File: src/rtl/issue_ctrl_pkg.sv
// Shared types and defaults for the dual-issue scheduler and its scoreboard.
package issue_ctrl_pkg;

  localparam int REG_ADDR_W          = 5;
  localparam int NUM_REGS            = 32;
  localparam int IC_ALU_LAT_DEF      = 1;
  localparam int IC_LOAD_LAT_DEF     = 2;
  localparam int IC_FLUSH_CYCLES_DEF = 1;

  typedef logic [REG_ADDR_W-1:0] reg_addr_t;

  typedef enum logic [1:0] {
    IC_ISSUE = 2'd0,
    IC_FLUSH = 2'd1,
    IC_MWAIT = 2'd2
  } ic_state_e;

  // True when an instruction actually reads register rd through either source.
  function automatic logic reads_reg(input logic use1, input reg_addr_t rs1,
                                     input logic use2, input reg_addr_t rs2,
                                     input reg_addr_t rd);
    return (use1 && (rs1 == rd)) || (use2 && (rs2 == rd));
  endfunction

endpackage

File: src/rtl/issue_scoreboard.sv
// Per-register countdown scoreboard: a nonzero count means the result is not yet
// readable by a newly issued instruction. x0 never becomes pending.
module issue_scoreboard
  import issue_ctrl_pkg::*;
(
  input  logic            clk,
  input  logic            rst,
  input  logic            set0_en_i,
  input  reg_addr_t       set0_addr_i,
  input  logic [1:0]      set0_val_i,
  input  logic            set1_en_i,
  input  reg_addr_t       set1_addr_i,
  input  logic [1:0]      set1_val_i,
  input  logic            freeze_i,
  input  reg_addr_t [3:0] q_addr_i,
  output logic [3:0]      q_busy_o
);

  logic [1:0] cnt_q [NUM_REGS];
  logic [1:0] cnt_d [NUM_REGS];

  // A new issue to a register overrides its decrement in the same cycle.
  always_comb begin
    for (int r = 0; r < NUM_REGS; r++) begin
      cnt_d[r] = cnt_q[r];
      if (!freeze_i && (cnt_q[r] != 2'd0)) cnt_d[r] = cnt_q[r] - 2'd1;
      if (set0_en_i && (set0_addr_i == reg_addr_t'(r))) cnt_d[r] = set0_val_i;
      if (set1_en_i && (set1_addr_i == reg_addr_t'(r))) cnt_d[r] = set1_val_i;
    end
    cnt_d[0] = 2'd0;
  end

  always_ff @(posedge clk or negedge rst) begin
    if (!rst) begin
      for (int r = 0; r < NUM_REGS; r++) cnt_q[r] <= 2'd0;
    end else begin
      for (int r = 0; r < NUM_REGS; r++) cnt_q[r] <= cnt_d[r];
    end
  end

  always_comb begin
    for (int q = 0; q < 4; q++) q_busy_o[q] = (cnt_q[q_addr_i[q]] != 2'd0);
  end

endmodule

File: src/rtl/issue_ctrl.sv
// Dual-issue scheduler: picks up to two buffered instructions per cycle, steers them
// to FAB (ALU+branch) / FAM (ALU+memory), and sequences redirect flush and memory stall.
module issue_ctrl
  import issue_ctrl_pkg::*;
#(
  parameter int ALU_LAT      = IC_ALU_LAT_DEF,
  parameter int LOAD_LAT     = IC_LOAD_LAT_DEF,
  parameter int FLUSH_CYCLES = IC_FLUSH_CYCLES_DEF
) (
  input  logic       clk,
  input  logic       rst,
  input  logic [1:0] ib_valid,
  input  logic [1:0] ib_is_br,
  input  logic [1:0] ib_is_mem,
  input  logic [1:0] ib_is_load,
  input  logic [9:0] ib_rs1,
  input  logic [9:0] ib_rs2,
  input  logic [1:0] ib_rs1_use,
  input  logic [1:0] ib_rs2_use,
  input  logic [9:0] ib_rd,
  input  logic [1:0] ib_rd_we,
  output logic [1:0] ib_consume,
  output logic       ib_flush,
  output logic       fab_issue,
  output logic       fab_slot,
  output logic       fam_issue,
  output logic       fam_slot,
  output logic       fab_num,
  output logic       fam_num,
  output logic       de_ex_stop,
  output logic       de_ex_flush,
  input  logic       br_taken,
  input  logic       mem_wait
);

  localparam logic [1:0] ALU_VAL   = 2'(ALU_LAT);
  localparam logic [1:0] LOAD_VAL  = 2'(LOAD_LAT);
  localparam logic [1:0] FLUSH_VAL = 2'(FLUSH_CYCLES);

  ic_state_e  state_q, state_d;
  logic [1:0] flush_cnt_q, flush_cnt_d;

  reg_addr_t rs1_0, rs2_0, rd_0, rs1_1, rs2_1, rd_1;
  assign rs1_0 = ib_rs1[4:0];
  assign rs1_1 = ib_rs1[9:5];
  assign rs2_0 = ib_rs2[4:0];
  assign rs2_1 = ib_rs2[9:5];
  assign rd_0  = ib_rd[4:0];
  assign rd_1  = ib_rd[9:5];

  logic [3:0] src_busy;
  logic       s0_blocked, s1_blocked, s0_wr, s1_wr;
  logic       issue_en, s0_go, s1_go, raw_pair, waw_pair;

  issue_scoreboard u_sb (
    .clk         (clk),
    .rst         (rst),
    .set0_en_i   (s0_go && s0_wr),
    .set0_addr_i (rd_0),
    .set0_val_i  (ib_is_load[0] ? LOAD_VAL : ALU_VAL),
    .set1_en_i   (s1_go && s1_wr),
    .set1_addr_i (rd_1),
    .set1_val_i  (ib_is_load[1] ? LOAD_VAL : ALU_VAL),
    .freeze_i    (mem_wait),
    .q_addr_i    ({rs2_1, rs1_1, rs2_0, rs1_0}),
    .q_busy_o    (src_busy)
  );

  assign s0_blocked = (ib_rs1_use[0] && src_busy[0]) || (ib_rs2_use[0] && src_busy[1]);
  assign s1_blocked = (ib_rs1_use[1] && src_busy[2]) || (ib_rs2_use[1] && src_busy[3]);
  assign s0_wr      = ib_rd_we[0] && (rd_0 != '0);
  assign s1_wr      = ib_rd_we[1] && (rd_1 != '0);

  // MWAIT may issue on the cycle mem_wait drops; br_taken only matters in ISSUE.
  assign issue_en = rst && !mem_wait &&
                    (((state_q == IC_ISSUE) && !br_taken) || (state_q == IC_MWAIT));

  assign raw_pair = s0_wr && reads_reg(ib_rs1_use[1], rs1_1, ib_rs2_use[1], rs2_1, rd_0);
  assign waw_pair = (&ib_rd_we) && (rd_0 == rd_1);

  assign s0_go = issue_en && ib_valid[0] && !s0_blocked;
  assign s1_go = s0_go && ib_valid[1] && !ib_is_br[0] && !(&ib_is_mem) && !(&ib_is_br) &&
                 !raw_pair && !waw_pair && !s1_blocked;

  // In a pair, slot 1 takes FAB if it is the branch or if slot 0 is the memory op.
  always_comb begin
    fab_issue = 1'b0;
    fab_slot  = 1'b0;
    fam_issue = 1'b0;
    fam_slot  = 1'b0;
    if (s1_go) begin
      fab_issue = 1'b1;
      fam_issue = 1'b1;
      if (ib_is_br[1] || ib_is_mem[0]) begin
        fab_slot = 1'b1;
        fam_slot = 1'b0;
      end else begin
        fab_slot = 1'b0;
        fam_slot = 1'b1;
      end
    end else if (s0_go) begin
      if (ib_is_mem[0] && !ib_is_br[0]) fam_issue = 1'b1;
      else                              fab_issue = 1'b1;
    end
  end

  assign fab_num    = fab_slot;
  assign fam_num    = fam_slot;
  assign ib_consume = s1_go ? 2'd2 : (s0_go ? 2'd1 : 2'd0);

  always_ff @(posedge clk or negedge rst) begin
    if (!rst) begin
      state_q     <= IC_ISSUE;
      flush_cnt_q <= 2'd0;
    end else begin
      state_q     <= state_d;
      flush_cnt_q <= flush_cnt_d;
    end
  end

  always_comb begin
    state_d     = state_q;
    flush_cnt_d = flush_cnt_q;
    ib_flush    = 1'b0;
    de_ex_flush = 1'b0;
    de_ex_stop  = 1'b0;
    case (state_q)
      IC_ISSUE: begin
        if (br_taken) begin
          ib_flush    = 1'b1;
          de_ex_flush = 1'b1;
          flush_cnt_d = FLUSH_VAL;
          state_d     = IC_FLUSH;
        end else if (mem_wait) begin
          de_ex_stop = 1'b1;
          state_d    = IC_MWAIT;
        end
      end
      IC_FLUSH: begin
        ib_flush    = 1'b1;
        flush_cnt_d = (flush_cnt_q != 2'd0) ? flush_cnt_q - 2'd1 : 2'd0;
        if (flush_cnt_q <= 2'd1) state_d = IC_ISSUE;
      end
      IC_MWAIT: begin
        if (mem_wait) de_ex_stop = 1'b1;
        else          state_d    = IC_ISSUE;
      end
      default: state_d = IC_ISSUE;
    endcase
    if (!rst) begin
      ib_flush    = 1'b0;
      de_ex_flush = 1'b0;
      de_ex_stop  = 1'b0;
    end
  end

endmodule

File: config.mk
export PLATFORM = sky130hd
export DESIGN_NAME = issue_ctrl
export DESIGN_NICKNAME = d
export VERILOG_FILES = /design/src/rtl/issue_ctrl_pkg.sv /design/src/rtl/issue_scoreboard.sv /design/src/rtl/issue_ctrl.sv
export SDC_FILE = /design/constraint.sdc
export NUM_CORES = 1
export LEC_CHECK = 0
export ABC_AREA = 1
export CORE_MARGIN = 2
export CORE_UTILIZATION = 30
export CTS_CLUSTER_SIZE = 28
export DETAILED_ROUTE_END_ITERATION = 8
export GPL_TIMING_DRIVEN = 0
export PLACE_DENSITY = 0.55
export SLEW_MARGIN = 20
export SYNTH_ARGS = -nofsm -noshare
export SYNTH_HDL_FRONTEND = slang
export SYNTH_HIERARCHICAL = 1
export SYNTH_SLANG_ARGS = --single-unit
File: constraint.sdc
create_clock -name clk -period 3 [get_ports clk]
set_input_delay 0.3 -clock clk [delete_from_list [all_inputs] [get_ports clk]]
set_output_delay 0.3 -clock clk [all_outputs]
set_load 0.01 [all_outputs]
# Yosys cells after proc, flatten, opt, wreduce, memory -nomap -nowiden
# Index checks and enable logic that the tools add are counted.
totals:
  inputBits: 48
  ff_bits: 66
  output_inout_bits: 11
op_classes:
  add_sub_neg: 32
  n_reduce_logical: 208
  magnitude_cmp: 5
  n_eq_ne: 71
  muxes: 136
  n_bitwise: 4
ops:
  columns: ["operator", "n"]
  rows:
  - ["2-bit two-way mux", 110]
  - ["5-bit equality test, second input constant", 32]
  - ["1-bit logical AND", 118]
  - ["3-bit nonzero test", 31]
  - ["5-bit by 4-bit equality test with 1-bit output, second input constant", 16]
  - ["2-bit nonzero test", 37]
  - ["2-bit by 1-bit subtractor with 2-bit output, second input constant", 32]
  - ["2-bit binary-select mux with 5-bit select", 4]
  - ["5-bit by 3-bit equality test with 1-bit output, second input constant", 8]
  - ["6-bit greater-or-equal comparator, second input constant", 4]
  - ["5-bit NOT with 6-bit output", 4]
  - ["5-bit by 2-bit equality test with 1-bit output, second input constant", 4]
  - ["1-bit two-way mux", 18]
  - ["5-bit equality test", 3]
  - ["5-bit by 1-bit equality test with 1-bit output, second input constant", 2]
  - ["5-bit nonzero test", 2]
  - ["1-bit zero test", 9]
  - ["2-bit AND reduction", 4]
  - ["2-bit != test, second input constant", 3]
  - ["2-bit one-hot mux with 3 select lines", 1]
  - ["1-bit logical OR", 5]
  - ["1-bit one-hot mux with 2 select lines", 2]
  - ["2-bit one-hot mux with 2 select lines", 1]
  - ["3-bit != test, second input constant", 1]
  - ["other kinds (5)", 5]

# Logic depth before layout (Yosys ltp)
logic_depth:
  depth_word: 19
  mapped_depth: 27

# By module
# The synthesis kept the hierarchy.
modules_own_cells:
  columns: ["module", "area_each_um2", "n_inst", "cells_each"]
  rows:
  - ["issue_scoreboard", 6206.0, 1, 1063]
  - ["issue_ctrl", 698.2, 1, 147]

# Least setup slack after synthesis
# Ideal clock, no wire load.
synth_path:
  path_type: "in2reg"
  startpoint: "input port ib_rs2[0]"
  endpoint: "register u_sb/cnt_q[7] in the netlist's numbering"
  required_ns: 2.870
  path_buffers: 0
  arrival_ns: 2.461
  setup_slack_ns: 0.409
  setup_ns: 0.130
  stages: 25
  path_cell_list: "clkinv_1 > nor2_1 > a21oi_1 > nand3_1 > nand3_1 > nand3_1 > nand2_1 > nand2_1 > nand2_1 > nor2_1 > nand2_2 > nor2_2 > nand2_1 > inv_2 > nand2_4 > nor2_1 > nand2_1 > inv_1 > nand2_1 > nor2_1 > nor2_1 > nand2_1 > inv_1 > nand2_1 > nand3_1"
synth_via:
  elab_chain_len: 19
  elab_cells_between_ends: 23
  cone_classes: "mux: 5; bitwise: 1; reduce/logical: 17"
synth_lines:
  columns: ["element", "line_no", "source"]
  rows:
  - ["start: declaration", "issue_ctrl.sv:17", "input logic [9:0] ib_rs2,"]
  - ["5-bit NOT with 6-bit output (implied by the code) (*)", "issue_scoreboard.sv:42", "for (int q = 0; q < 4; q++) q_busy_o[q] = (cnt_q[q_addr_i[q]] != 2'd0);"]
  - ["2-bit binary-select mux with 5-bit select (*)", "issue_scoreboard.sv:42", null]
  - ["2-bit two-way mux (implied by the code) (*) (2 in a row)", "issue_scoreboard.sv:42", null]
  - ["2-bit nonzero test (*)", "issue_scoreboard.sv:42", null]
  - ["named net src_busy[1]", "issue_ctrl.sv:51", "logic [3:0] src_busy;"]
  - ["1-bit logical AND (*)", "issue_ctrl.sv:69", "assign s0_blocked = (ib_rs1_use[0] && src_busy[0]) || (ib_rs2_use[0] && src_busy[1]);"]
  - ["1-bit logical OR (*)", "issue_ctrl.sv:69", null]
  - ["1-bit zero test (*)", "issue_ctrl.sv:81", "assign s0_go = issue_en && ib_valid[0] && !s0_blocked;"]
  - ["1-bit logical AND (*)", "issue_ctrl.sv:81", null]
  - ["1-bit logical AND (5 in a row)", "issue_ctrl.sv:82", "assign s1_go = s0_go && ib_valid[1] && !ib_is_br[0] && !(&ib_is_mem) && !(&ib_is_br) &&"]
  - ["1-bit logical AND (2 in a row)", "issue_ctrl.sv:83", "!raw_pair && !waw_pair && !s1_blocked;"]
  - ["1-bit logical AND", "issue_ctrl.sv:61", ".set1_en_i (s1_go && s1_wr),"]
  - ["1-bit logical AND", "issue_scoreboard.sv:28", "if (set1_en_i && (set1_addr_i == reg_addr_t'(r))) cnt_d[r] = set1_val_i;"]
  - ["3-bit nonzero test (no line) / 2-bit two-way mux (equally long branches)", null, null]
  - ["end: declaration", "issue_scoreboard.sv:19", "logic [1:0] cnt_q [NUM_REGS];"]
# The timed path passes the listed nets; every way through them passes the cells marked *. The select of a mux whose other input is x is not followed.
# A chain may end at the register's enable or synchronous reset.

# Final worst setup path
layout_path:
  startpoint: "register u_sb/cnt_q[42] in the netlist's numbering"
  endpoint: "register u_sb/cnt_q[49] in the netlist's numbering"
layout_via:
  elab_cells_between_ends: 39
  cone_classes: "mux: 14; reduce/logical: 25"
layout_lines:
  columns: ["element", "line_no", "source"]
  rows:
  - ["2-bit binary-select mux with 5-bit select (*)", "issue_scoreboard.sv:42", null]
  - ["2-bit two-way mux (implied by the code) (*) (2 in a row)", "issue_scoreboard.sv:42", null]
  - ["2-bit nonzero test (*)", "issue_scoreboard.sv:42", null]
  - ["named net src_busy[3]", "issue_ctrl.sv:51", null]
  - ["1-bit logical AND (*)", "issue_ctrl.sv:70", "assign s1_blocked = (ib_rs1_use[1] && src_busy[2]) || (ib_rs2_use[1] && src_busy[3]);"]
  - ["1-bit logical OR (*)", "issue_ctrl.sv:70", null]
  - ["1-bit zero test (*)", "issue_ctrl.sv:83", null]
  - ["1-bit logical AND (*)", "issue_ctrl.sv:83", null]
  - ["1-bit logical AND (*)", "issue_ctrl.sv:61", null]
  - ["1-bit logical AND (*)", "issue_scoreboard.sv:28", null]
  - ["3-bit nonzero test (no line) / 2-bit two-way mux (equally long branches)", null, null]
# Marked as above.

==> summary.md <==
| Metric | Value |
|---|---|
| Crit path cell chain | nor2_4, buf_6, buf_6, nand2_1, nand2_1, inv_1, nand3_1, nand3_1, nand3_2, nand2_2, nand2_1, nand4_1, nor2_2, nand2_1, inv_2, nand2_4, nor2_4, nand2_4, nor2_4, nand2_1, nand3b_1, buf_4, o211ai_1 |
| Largest cells by area after synthesis | dfrtp_1, nand2_1, inv_1 |
| Max Freq | roughly 330 MHz |
| Pwr/cell area | roughly 730 nW/um2 |
| Setup TNS | -0.210 ns |
| RR Startpoint | u_sb/cnt_q[42] |
| CP most frequent cell | nand2_1 |
| Most frequent cells after synthesis | nand2_1, inv_1, nor2_1 |
| CTS H-tree lvls | 3 |
| Synth-to-layout area growth | 33.1% |
| Global route total overflow | 0 |
| Critical Path RT | ~3.2 ns |
| Worst Setup End Kind | register |
| Ys flop type | dfrtp_1 |
| Dpl hpwl | between 20000 and 25000 um |
| Final setup violation count | 7 |
| CP max-delay cell | dfrtp_1 |
| Sequential power share | between 20 and 30% |
| Root buffer cell | clkbuf_16 |
| Total CTS buffers | 9 |
| Total track usage | between 20 and 25% |
| Cells after Synth | roughly 1.2k |
| Leak | roughly 4.8 nW |
| Area of the die | roughly 24000 um2 |
| Final hold violations | 14 |
| CP max FO | 7 |
| Clk pwr share | 20.1% |
| Delay-heaviest family, CP | simple AND/OR/NAND/NOR gates |
| Relative slew margins | a little over two fifths |
| Combinational share of power | a little over half |
| Syn Nets | about 1.3k |
| Hold slack | -0.00737 ns |
| # DRC | 0 |
| Layout cells sized above 1 | 17.4% |
| Post-Syn Area | slightly below 7000 um2 |
| Number of synthesized flops with an enable pin | 0 |
| Starting Density | a little over 30% |
| First-pass GRT wire length | a little over 40000 um |
| Seq/Total Area, Yosys | 23.9% |
| Max incr delay on CP | between 0.4 and 0.5 ns |
| Yosys cell types | 36 |
| Crit path DAT | about 3.3 ns |
| CP startpoint | u_sb/cnt_q[42] |
| Port Buffers | 58 |
| Placer Congestion | 0.906 |
| Most frequent cell after synthesis | nand2_1 |
| Kind of critical path | reg2reg |
| Post-synth top area share | 23.9% |
| Failing checks | hold timing, setup timing |
| Internal | 3.71 mW |
| Setup Skew | roughly 0.011 ns |
| Startpoint Class | register |
| Routed WL | 27300 um |
| Final setup margin | -0.0537 ns |
| Drt wl/cell | roughly 17 um |
| Tcrit/Tclk final | 102% |
| Worst vdd ir | between 0.3 and 0.4 mV |
| Rows | between 50 and 60 |
| Iter 0 DRT Violations | approximately 640 |
| Clock transition time at the flip-flop clock pins of the worst setup and hold paths | around 0.060 ns |
| Leading area contributor after synthesis | dfrtp_1 |
| Pins over their slew limit | 0 |
| Clock buffer depth | 2 |
| Layout Nets | between 1k and 1.5k |
| Sw frac | roughly 45% |
| Diodes inserted | 0 |
| Avg Cell Area, Syn | 5.71 um2 |
| FILL cells | between 2k and 2.5k |
| Status | finished, violations left |
| Chip width | 156 um |
| MaxCap Viol Count | 0 |
| Post-route ant nets | 0 |
| Die Ht | ~160 um |
| Vias in the first global route | 7432 |
| Worst hold path class | in2async |
| Reg2reg setup slack | -0.05 ns |
| CTS tree | done |
| Initial DRT Pass Iterations | 5 |
| Psw | ~3.0 mW |
| Ys Warns | 6 |
| CTS Sinks | 66 |
| Via/cell ratio | approximately 5.2 |
| Tmin final | 3.05 ns |
| Synthesized flop and latch total | 66 |
| Clock Latency Late Sink | about 0.35 ns |
| Pin count of the biggest net entering global routing | 37 |
| Initial antenna violation count | 0 |
| I/O pin count | a little under 60 |
| Ys async rst share | 100% |
| Worst Tran Pin Value | a little under 0.9 ns |
| RSZ-0062 raised after global routing | yes |
| Core outline area | about 23000 um2 |
| Design Power | 6.74 mW |
| Via count | between 8k and 9k |
| Buffer and inverter count on the worst path | 5 |
-- flip-flops by register name (all words and copies together) (netlist names) --
name         count
flush_cnt_q      2
state_q          2
u_sb/cnt_q      62
-- metal layers --
metal | part of all wire, % | track usage [%] | vias up
li1 | - | - | 4119
met1 | 44 | 28.7 | 3870
met2 | 47 | 37.3 | 296
met3 | 6.7 | 3.31 | 48
met4 | 2.6 | 7.60 | 0
met5 | 0 | 0 | -
-- timing repair --
| item | CTS | global route |
|---|---|---|
| hold endpoints to repair | 32 | 0 |
| pin swaps | 6 | 50 |
| hold buffers | 1 | 0 |
| buffers inserted | 8 | 30 |
| endpoints found under the setup margin | 70 | 70 |
| resized for setup | 118 | 136 |
| cloned | 0 | 0 |
-- final cells by class --
cell class / instances / area, um2 / share of cell area (%)
buffer: 17 / 96.3 / 1.05
clock buffer: 11 / 243 / 2.64
clock inverter: 5 / 125 / 1.36
inverter: 196 / 751 / 8.17
multi-input combinational: 931 / 5050 / 55.0
sequential: 66 / 1650 / 18.0
tap: 285 / 357 / 3.88
timing repair buffer: 98 / 911 / 9.91
-- kinds of logic (layout without fill, tap and decap cells) --
kind of cell | after synthesis | after routing | share of synthesized area, %
compound gates | 204 | 204 | 16.7
flops | 66 | 66 | 23.9
fa+ha+maj | 31 | 31 | 5.62
buf+inv | 213 | 327 | 12.0
simple gates | 696 | 696 | 41.7
-- per-stage QoR --
stage          std cells  hold WS [ns]  area, um2  setup slack, ns  utilization [%]
2_1_floorplan       1210       0.00441       6900            0.409                -
3_3_place_gp        1553         0.464       7840            -2.89             34.6
3_5_place_dp        1554         0.310       7860            -1.11             34.7
4_1_cts             1579        0.0271       8610         -0.00863             38.0
5_1_grt             1609        0.0216       9190           -0.212             40.6
6_report            1609      -0.00737       9190          -0.0537             40.6
-- power groups by stage --
stage	clock (mW)	combinational [mW]	sequential, mW
floorplan	0	2.21	1.59
global placement	0	3.05	1.72
detailed placement	0	3.08	1.73
CTS	1.37	3.27	1.84
global route	1.41	4.00	1.91
finish	1.35	3.53	1.86
-- cell usage in the layout, fill, tap and decap left out, drive strengths merged --
cell / synthesis / final
a211oi: 1 / 1
buf: 7 / 51
clkdlybuf4s15: 0 / 2
a21oi: 74 / 74
a31oi: 7 / 7
clkdlybuf4s50: 0 / 40
dfrtp: 66 / 66
nor2: 191 / 191
clkinv: 2 / 3
dlymetal6s2s: 0 / 2
nor3: 8 / 8
o211ai: 26 / 26
o2111ai: 3 / 3
nor3b: 1 / 1
inv: 194 / 194
a21boi: 1 / 1
ha: 31 / 31
nand3: 113 / 113
clkbuf: 10 / 24
or2: 10 / 10
dlygate4sd2: 0 / 7
nand4: 7 / 7
nand3b: 12 / 12
o22ai: 15 / 15
bufinv: 0 / 4
and2: 1 / 1
nand2: 353 / 353
o21ai: 72 / 72
a2bb2oi: 1 / 1
a22oi: 2 / 2
o21bai: 1 / 1
a21o: 1 / 1
-- final timing paths --
check                      cells past startpoint             end
max                                           23  u_sb/cnt_q[49]
min                                            2  u_sb/cnt_q[49]
max reg2reg                                   23  u_sb/cnt_q[49]
min reg2reg                                    2  flush_cnt_q[0]
max in group asynchronous                      2  u_sb/cnt_q[46]
min in group clk                               2  flush_cnt_q[0]
Power figures use the tool's default switching activity.
